`src/rtl/uart_pkg.sv`:
```
// Shared definitions for the UART transmit buffer: byte width and the
// drain state machine encoding.
package uart_pkg;

  localparam int BYTE_W = 8;

  typedef enum logic [1:0] {
    ST_IDLE = 2'b00,
    ST_SENT = 2'b01,
    ST_BUSY = 2'b10
  } drain_state_t;

  // Next value of a wrapping pointer. The extra MSB separates full from empty.
  function automatic logic [7:0] ptr_inc8(input logic [7:0] ptr);
    return ptr + 8'd1;
  endfunction

endpackage

```
`src/rtl/uart_sync_fifo.sv`:
```
// Byte storage for the transmit buffer. Holds the array, the read and write
// pointers, the full/empty/level decode, the sticky overflow flag and flush.
module uart_sync_fifo
  import uart_pkg::*;
#(
  parameter int DEPTH = 16
) (
  input  logic                     clk,
  input  logic                     reset,
  input  logic                     wr_en,
  input  logic [BYTE_W-1:0]        wr_data,
  input  logic                     flush,
  input  logic                     pop,
  output logic [BYTE_W-1:0]        rd_data,
  output logic                     full,
  output logic                     empty,
  output logic [$clog2(DEPTH):0]   level,
  output logic                     overflow
);

  localparam int AW = $clog2(DEPTH);

  logic [BYTE_W-1:0] mem_r [DEPTH];
  logic [AW:0]       wr_ptr_r;
  logic [AW:0]       rd_ptr_r;
  logic              overflow_r;
  logic              push_ok_s;
  logic              pop_ok_s;
  logic [AW:0]       ptr_one_s;

  assign ptr_one_s = {{AW{1'b0}}, 1'b1};

  // Status decode straight from the registered pointers.
  assign empty   = (wr_ptr_r == rd_ptr_r);
  assign full    = (wr_ptr_r[AW-1:0] == rd_ptr_r[AW-1:0]) && (wr_ptr_r[AW] != rd_ptr_r[AW]);
  assign level   = wr_ptr_r - rd_ptr_r;
  assign rd_data = mem_r[rd_ptr_r[AW-1:0]];
  assign overflow = overflow_r;

  // A push is taken only when there is room; a pop never frees room for a
  // push in the same cycle, so a write while full is always dropped.
  assign push_ok_s = wr_en && !full && !flush;
  assign pop_ok_s  = pop && !empty && !flush;

  // Array write; contents are deliberately left unreset.
  always_ff @(posedge clk) begin
    if (push_ok_s) begin
      mem_r[wr_ptr_r[AW-1:0]] <= wr_data;
    end
  end

  // Write and read pointers, cleared by reset or flush.
  always_ff @(posedge clk or posedge reset) begin
    if (reset) begin
      wr_ptr_r <= '0;
      rd_ptr_r <= '0;
    end else if (flush) begin
      wr_ptr_r <= '0;
      rd_ptr_r <= '0;
    end else begin
      if (push_ok_s) begin
        wr_ptr_r <= wr_ptr_r + ptr_one_s;
      end
      if (pop_ok_s) begin
        rd_ptr_r <= rd_ptr_r + ptr_one_s;
      end
    end
  end

  // Sticky overflow: set by a push attempt while full, cleared by flush.
  always_ff @(posedge clk or posedge reset) begin
    if (reset) begin
      overflow_r <= 1'b0;
    end else if (flush) begin
      overflow_r <= 1'b0;
    end else if (wr_en && full) begin
      overflow_r <= 1'b1;
    end else begin
      overflow_r <= overflow_r;
    end
  end

endmodule

```
`src/rtl/uart_tx_fifo.sv`:
```
// Transmit-side byte buffer in front of the UART transmitter. Bytes pushed by
// the host are queued in uart_sync_fifo and handed one at a time to the
// transmitter with a tx_enable pulse, pacing on tx_busy.
module uart_tx_fifo
  import uart_pkg::*;
#(
  parameter int DEPTH = 16
) (
  input  logic                     clk,
  input  logic                     reset,
  input  logic                     wr_en,
  input  logic [BYTE_W-1:0]        wr_data,
  input  logic                     flush,
  output logic                     full,
  output logic                     empty,
  output logic [$clog2(DEPTH):0]   level,
  output logic                     overflow,
  input  logic                     tx_busy,
  output logic                     tx_enable,
  output logic [BYTE_W-1:0]        tx_data
);

  drain_state_t      state_r;
  drain_state_t      state_next_s;
  logic              issue_s;
  logic [BYTE_W-1:0] head_data_s;
  logic              tx_enable_r;
  logic [BYTE_W-1:0] tx_data_r;

  uart_sync_fifo #(
    .DEPTH (DEPTH)
  ) u_fifo (
    .clk      (clk),
    .reset    (reset),
    .wr_en    (wr_en),
    .wr_data  (wr_data),
    .flush    (flush),
    .pop      (issue_s),
    .rd_data  (head_data_s),
    .full     (full),
    .empty    (empty),
    .level    (level),
    .overflow (overflow)
  );

  // Drain state register.
  always_ff @(posedge clk or posedge reset) begin
    if (reset) begin
      state_r <= ST_IDLE;
    end else begin
      state_r <= state_next_s;
    end
  end

  // Next-state and issue decode. A flush cycle never issues, so the state
  // machine is unaffected by a flush and an in-flight character completes.
  always_comb begin
    state_next_s = state_r;
    issue_s      = 1'b0;
    case (state_r)
      ST_IDLE: begin
        if (!empty && !tx_busy && !flush) begin
          issue_s      = 1'b1;
          state_next_s = ST_SENT;
        end else begin
          state_next_s = ST_IDLE;
        end
      end
      ST_SENT: begin
        if (tx_busy) begin
          state_next_s = ST_BUSY;
        end else begin
          state_next_s = ST_SENT;
        end
      end
      ST_BUSY: begin
        if (!tx_busy) begin
          state_next_s = ST_IDLE;
        end else begin
          state_next_s = ST_BUSY;
        end
      end
      default: begin
        state_next_s = ST_IDLE;
      end
    endcase
  end

  // Registered handshake towards the transmitter; tx_data holds between issues.
  always_ff @(posedge clk or posedge reset) begin
    if (reset) begin
      tx_enable_r <= 1'b0;
      tx_data_r   <= 8'h00;
    end else begin
      tx_enable_r <= issue_s;
      if (issue_s) begin
        tx_data_r <= head_data_s;
      end else begin
        tx_data_r <= tx_data_r;
      end
    end
  end

  assign tx_enable = tx_enable_r;
  assign tx_data   = tx_data_r;

endmodule
```
`config.mk`:
```
export PLATFORM = sky130hd
export DESIGN_NAME = uart_tx_fifo
export DESIGN_NICKNAME = d
export VERILOG_FILES = /design/src/rtl/uart_pkg.sv /design/src/rtl/uart_sync_fifo.sv /design/src/rtl/uart_tx_fifo.sv
export SDC_FILE = /design/constraint.sdc
export NUM_CORES = 1
export LEC_CHECK = 0
export CORE_ASPECT_RATIO = 0.5
export CORE_MARGIN = 4
export CORE_UTILIZATION = 35
export CTS_CLUSTER_SIZE = 25
export DETAILED_ROUTE_END_ITERATION = 8
export PLACE_DENSITY_LB_ADDON = 0.15
export SETUP_SLACK_MARGIN = 0.15
export SYNTH_ARGS = -nofsm -noshare
export SYNTH_HDL_FRONTEND = slang
export SYNTH_SLANG_ARGS = --single-unit
```
`constraint.sdc`:
```
create_clock -name clk -period 3.1 [get_ports clk]
set_input_delay 0.31 -clock clk [delete_from_list [all_inputs] [get_ports clk]]
set_output_delay 0.31 -clock clk [all_outputs]
set_load 0.01 [all_outputs]
```
# Word level (Yosys, flattened, before mapping)

Memory sizes are Yosys's and may differ from the RTL's. A register that Yosys moved wholly into a read port is not among the register bits.
Index checks and enable logic that the tools add are counted.

Register bits after elaboration: 14
Output and inout bits: 17
Memory bits (writable): 128
Memories: 1

Equality and inequality tests: 5
Reduce and logical (&&, ||, !) cells: 16
Multiplexer cells: 14
Add/sub/neg operators: 3

Memories:

| name         | depth | bits a word | rd ports | clocked after memory_dff | wr ports | line                 | text |
|---|---|---|---|---|---|---|---|
| u_fifo.mem_r | 16    | 8           | 1        | 1                        | 1        | uart_sync_fifo.sv:23 | `logic [BYTE_W-1:0] mem_r [DEPTH];` |

Operators by type and width:

| kind                                                 | count |
|---|---|
| two-way mux 5 bit                                    | 4 |
| adder 5 x 1 -> 5 bit (second input constant)         | 2 |
| logical AND 1 bit                                    | 8 |
| two-way mux 1 bit                                    | 7 |
| one-hot mux 2 bit (3 select lines)                   | 1 |
| nonzero test 2 bit                                   | 3 |
| equality test 5 bit                                  | 1 |
| subtractor 5 bit                                     | 1 |
| equality test 4 bit                                  | 1 |
| logical NOT 1 bit                                    | 4 |
| two-way mux 2 bit                                    | 2 |
| equality test 2 x 1 -> 1 bit (second input constant) | 1 |
| equality test 2 bit (second input constant)          | 1 |
| logical NOT 2 bit                                    | 1 |
| inequality test 1 bit                                | 1 |

# Depth between registers and ports, before layout

Word-level depth: 10
Gate-level depth with buffers: 9
Mapped depth without buffers: 7

# Hierarchy

A second synthesis with hierarchy kept.

Cells, all modules: 343
Area, all modules: 6203.4 um^2

Modules (own cells, without submodules):

| module         | area each (um^2) | cells an instance | seq. area each (um^2) | times used |
|---|---|---|---|---|
| uart_sync_fifo | 5739.3           | 317               | 4119.0                | 1 |
| uart_tx_fifo   | 464.2            | 26                | 275.3                 | 1 |

# Worst setup path before layout

Ideal clock, no wire load.

Kind: register to register
Start: register u_fifo.rd_ptr_r[1]
End: memory u_fifo.mem_r[3][0] (enable)
Path buffers: 2
Stages on the path, launching flop included: 9
Library setup time: 383 ps
Slack: 13 ps
Data required time: 2717 ps
Arrival: 2704 ps
Cells stage by stage: dfrtp_1 > buf_2 > buf_2 > clkinv_1 > ha_1 > and4_1 > a211oi_1 > nand2_1 > nor3_1

Longest elaborated chain between the ends: 7

Ends and longest elaborated chain:

| item                                    | line                 | text |
|---|---|---|
| start, declared                         | uart_sync_fifo.sv:25 | `logic [AW:0] rd_ptr_r;` |
| start signal, assigned                  | uart_sync_fifo.sv:65 | `rd_ptr_r <= rd_ptr_r + ptr_one_s;` |
| equality test 4 bit                     | uart_sync_fifo.sv:35 | `assign full = (wr_ptr_r[AW-1:0] == rd_ptr_r[AW-1:0]) && (wr_ptr_r[AW] != rd_ptr_r[AW]);` |
| logical AND 1 bit                       | uart_sync_fifo.sv:35 |  |
| logical NOT 1 bit                       | uart_sync_fifo.sv:42 | `assign push_ok_s = wr_en && !full && !flush;` |
| logical AND 1 bit (2 in a row)          | uart_sync_fifo.sv:42 |  |
| two-way mux 1 bit                       | uart_sync_fifo.sv:47 | `if (push_ok_s) begin` |
| two-way mux 1 bit (implied by the code) | uart_sync_fifo.sv:48 | `mem_r[wr_ptr_r[AW-1:0]] <= wr_data;` |
| end, declared                           | uart_sync_fifo.sv:23 |  |

No other way between the ends.

# Worst setup path after layout

Start: register u_fifo.wr_ptr_r[0]
End: output port level[4]

Longest elaborated chain between the ends: 1

Ends and longest elaborated chain:

| item                   | line                 | text |
|---|---|---|
| start, declared        | uart_sync_fifo.sv:24 | `logic [AW:0] wr_ptr_r;` |
| start signal, assigned | uart_sync_fifo.sv:62 | `wr_ptr_r <= wr_ptr_r + ptr_one_s;` |
| subtractor 5 bit       | uart_sync_fifo.sv:36 | `assign level = wr_ptr_r - rd_ptr_r;` |
| end, declared          | uart_tx_fifo.sv:16   | `output logic [$clog2(DEPTH):0] level,` |

No other way between the ends.

==> key figures <==
Detailed routing
  • Number of vias after detailed routing: 3251
  • Post-Route WL: approximately 14 mm
  • Pre-Repair DR Iteration Count: 4
  • Ratio of routed vias to standard cells: around 5.0
  • Post-route ant nets: 0
  • Count of unresolved DRC violations after routing: 0
  • DRT iter0 DRCs: 286
  • Mean routed wirelength per cell: 21.5 um

Placement
  • Total placed cells including tap cells: 617
  • PortBufs: 29
  • Post-DP HPWL: 9.14 mm
  • Placement Cell Area: 6800 um2
  • Routability congestion estimate from global placement: 0.788

Floorplan
  • Number of core rows: 33
  • Total I/O pin count: 30
  • Core Box Area: 16800 um2
  • Initial standard-cell utilization of the core: a little over a third
  • DIE AREA: 19900 um2
  • Die width: 196 um
  • Die extent in y: 102 um

Finish
  • Final design instance area without fill: 7380 um2
  • Commonest non-fill, non-tap cell in the layout: sky130_fd_sc_hd__edfxtp_1
  • Most frequent cells in the layout: sky130_fd_sc_hd__edfxtp_1, sky130_fd_sc_hd__nand2_1, sky130_fd_sc_hd__mux4_2
  • Fraction of layout cells with a size suffix above 1: 21.8%
  • Area grow syn2layout: 19.8%
  • Antenna cell count: 0
  • Layout Nets: 432
  • Non-filler instance count after layout: about 650

Yosys
  • Cells after synthesis: 354
  • FFs w/ async S/R, synth: between 10 and 15%
  • Main flop type after synthesis: sky130_fd_sc_hd__edfxtp_1
  • Post-synthesis register bit count: 150
  • Multiplexer share of the synthesized area: 12.3%
  • Main combinational cell family by area after synthesis: multiplexers
  • EDFF count, synth: 128
  • Average cell area after synthesis: approximately 17 um2
  • Number of different library cells in the post-synthesis netlist: a little over 40
  • Proportion of synthesized chip area in sequential cells: 71.4%
  • Area of the mapped netlist: 6160 um2
  • Compound-cell area share of the yosys netlist: 3.64%
  • Basic-gate share of the synthesized area counting and, or, nand and nor cells: 6.10%
  • Number of nets in the synthesized netlist: 377
  • Post-synthesis share of cell area spent on xor and xnor gates: approximately 1.7%
  • Warning count from the yosys run: 0
  • Post-synthesis adder-cell area fraction: 2.15%

Clock tree
  • CTS root buf: sky130_fd_sc_hd__clkbuf_16
  • Post-CTS Hold Fix Bufs: 0
  • CTS tree: yes
  • Clock transition at the register clock pins on the worst setup and hold paths after CTS: 0.06 ns
  • H-tree depth: 4
  • Post-CTS sizing: 0
  • Max Buffers Root-to-Sink: 2
  • Clock buffer count from CTS: 17
  • Post-CTS Setup Repair Bufs: 0
  • Clock latency reported for the late side of the worst-skew pair: about 0.42 ns
  • Count of clock tree sinks: 150

Timing
  • Clock period minus worst slack: around 2.8 ns
  • Final Cycle Share: 91.8%
  • Final setup skew: 0.0193 ns
  • Number of max-slew violations in the final report: 0
  • Unrepaired setup endpoints after global routing: true
  • Worst-margin pin slew: 0.902 ns
  • Final TNS setup: 0 ns
  • Highest achievable clock rate: 0.352 GHz
  • Final setup violating endpoints: 0
  • Worst max-slew margin expressed relative to the limit: 39.8%
  • Final Hold Fails: 0

Critical path
  • Data arrival time at the worst-slack endpoint: 2.53 ns
  • Endpoint kind of the worst setup timing path: primary output
  • Worst setup path category: register to primary output
  • CP Launch Type: register
  • Worst r2r src: u_fifo.rd_ptr_r[1]
  • Number of cell instances on the worst register-to-register path: 7
  • Required time at the worst-slack endpoint: 2.79 ns
  • Register-to-Register Setup Slack: ~0.47 ns
  • Max Fanout on Critical Path: 4
  • Worst reg2reg path endpoint: u_fifo.mem_r[0][7]

GRT
  • Largest net degree at the start of global routing: 37
  • Number of global-route vias before repair: 3415
  • GRT overflow: 0
  • First-pass GRT wire length: approximately 21 mm
  • Total GRT Usage: 14.9%
  • Initial antenna violation count: 0

Power and ir drop
  • Leakage: 2.50 nW
  • Total power density per cell area: between 600 and 700 nW/um2
  • Peak ir drop on the vdd network: 0.328 mV

Run
  • Max-cap violations: 0

Worst hold path
  • Path type of the worst min-delay path: input pin to async pin

Outcome
  • Run status: completed
## synthesized netlist by cell type, drive strengths merged, types with 4 or more instances
library cell	instances	area, um2
a21oi	4	20.0
a22o	8	70.1
a31oi	8	50.1
buf	12	100
clkbuf	5	21.3
dfrtp	22	551
edfxtp	128	3840
ha	9	113
inv	11	41.3
mux4	32	728
nand2	41	154
nand3	10	50.1
nor2	21	78.8
nor3	4	20.0
o21ai	4	23.8
xnor2	9	78.8
## cell families after synthesis
| family | Yosys count |
|---|---|
| AO/OA/AOI/OAI | 31 |
| XOR/XNOR | 11 |
| adder cells (fa/ha/maj) | 10 |
| buffers and inverters | 30 |
| flip-flops | 150 |
| multiplexers | 35 |
| AND/OR/NAND/NOR | 87 |
## sequential cells by signal (all words and copies together), names as in the netlist
name and flops:
tx_data 8, tx_enable 1, u_fifo.wr_ptr_r 5, u_fifo.overflow 1
u_fifo.rd_ptr_r 5, state_r 2, u_fifo.mem_r 128
## how the worst max path moves through the flow
stage,start,slack [ns],endpoint
2_1_floorplan,u_fifo.rd_ptr_r[1],0.01,u_fifo.mem_r[0][0]
3_3_place_gp,u_fifo.wr_ptr_r[2],0.30,u_fifo.mem_r[1][5]
3_5_place_dp,u_fifo.rd_ptr_r[1],0.24,u_fifo.mem_r[1][7]
4_1_cts,u_fifo.rd_ptr_r[1],0.21,u_fifo.mem_r[1][1]
5_1_grt,u_fifo.rd_ptr_r[1],0.13,level[3]
6_report,u_fifo.wr_ptr_r[0],0.26,level[4]
## through the flow
step / hold WS [ns] / total power (W) / utilization, % / setup WS [ns]
2_1_floorplan: 0.299 / 0.00280 / - / 0.0146
3_3_place_gp: 0.485 / 0.00308 / 40.5 / 0.302
3_5_place_dp: 0.497 / 0.00308 / 40.5 / 0.240
4_1_cts: 0.424 / 0.00502 / 43.8 / 0.210
5_1_grt: 0.492 / 0.00520 / 43.9 / 0.133
6_report: 0.397 / 0.00497 / 43.9 / 0.255
## metal layers
layer	share of wire (%)	vias up	wire, um	GRT usage [%]
met3	7.3	4	1020	4.62
met5	0	-	0	0
met2	44	98	6160	21.6
met4	0.47	0	66	3.59
li1	-	1483	-	-
met1	48	1666	6710	22.1
## report_power, final
group | internal, W | switching [W]
clock | 0.00106 | 0.000879
combinational | 0.000371 | 0.000330
sequential | 0.00227 | 0.0000584
total | 0.00370 | 0.00127
## worst max-delay path, cell delays in order (launching register included)
cell                              delay [ns]
sky130_fd_sc_hd__dfrtp_1                0.41
sky130_fd_sc_hd__inv_1                  0.13
sky130_fd_sc_hd__ha_1                   0.23
sky130_fd_sc_hd__fa_1                   0.41
sky130_fd_sc_hd__inv_1                  0.07
sky130_fd_sc_hd__a21o_1                 0.11
sky130_fd_sc_hd__a21oi_1                0.07
sky130_fd_sc_hd__xnor2_1                0.16
sky130_fd_sc_hd__clkdlybuf4s50_1        0.55
## layout make-up
type | instances | area (um2)
fillers | 1470 | 9430
clock inverters | 14 | 141
repair buffers | 53 | 474
inverters | 13 | 48.8
clock buffers | 18 | 429
flip-flops and latches | 150 | 4400
multi-input cells | 174 | 1600
well taps | 227 | 284
No activity file was read; power rests on OpenSTA's default activity.
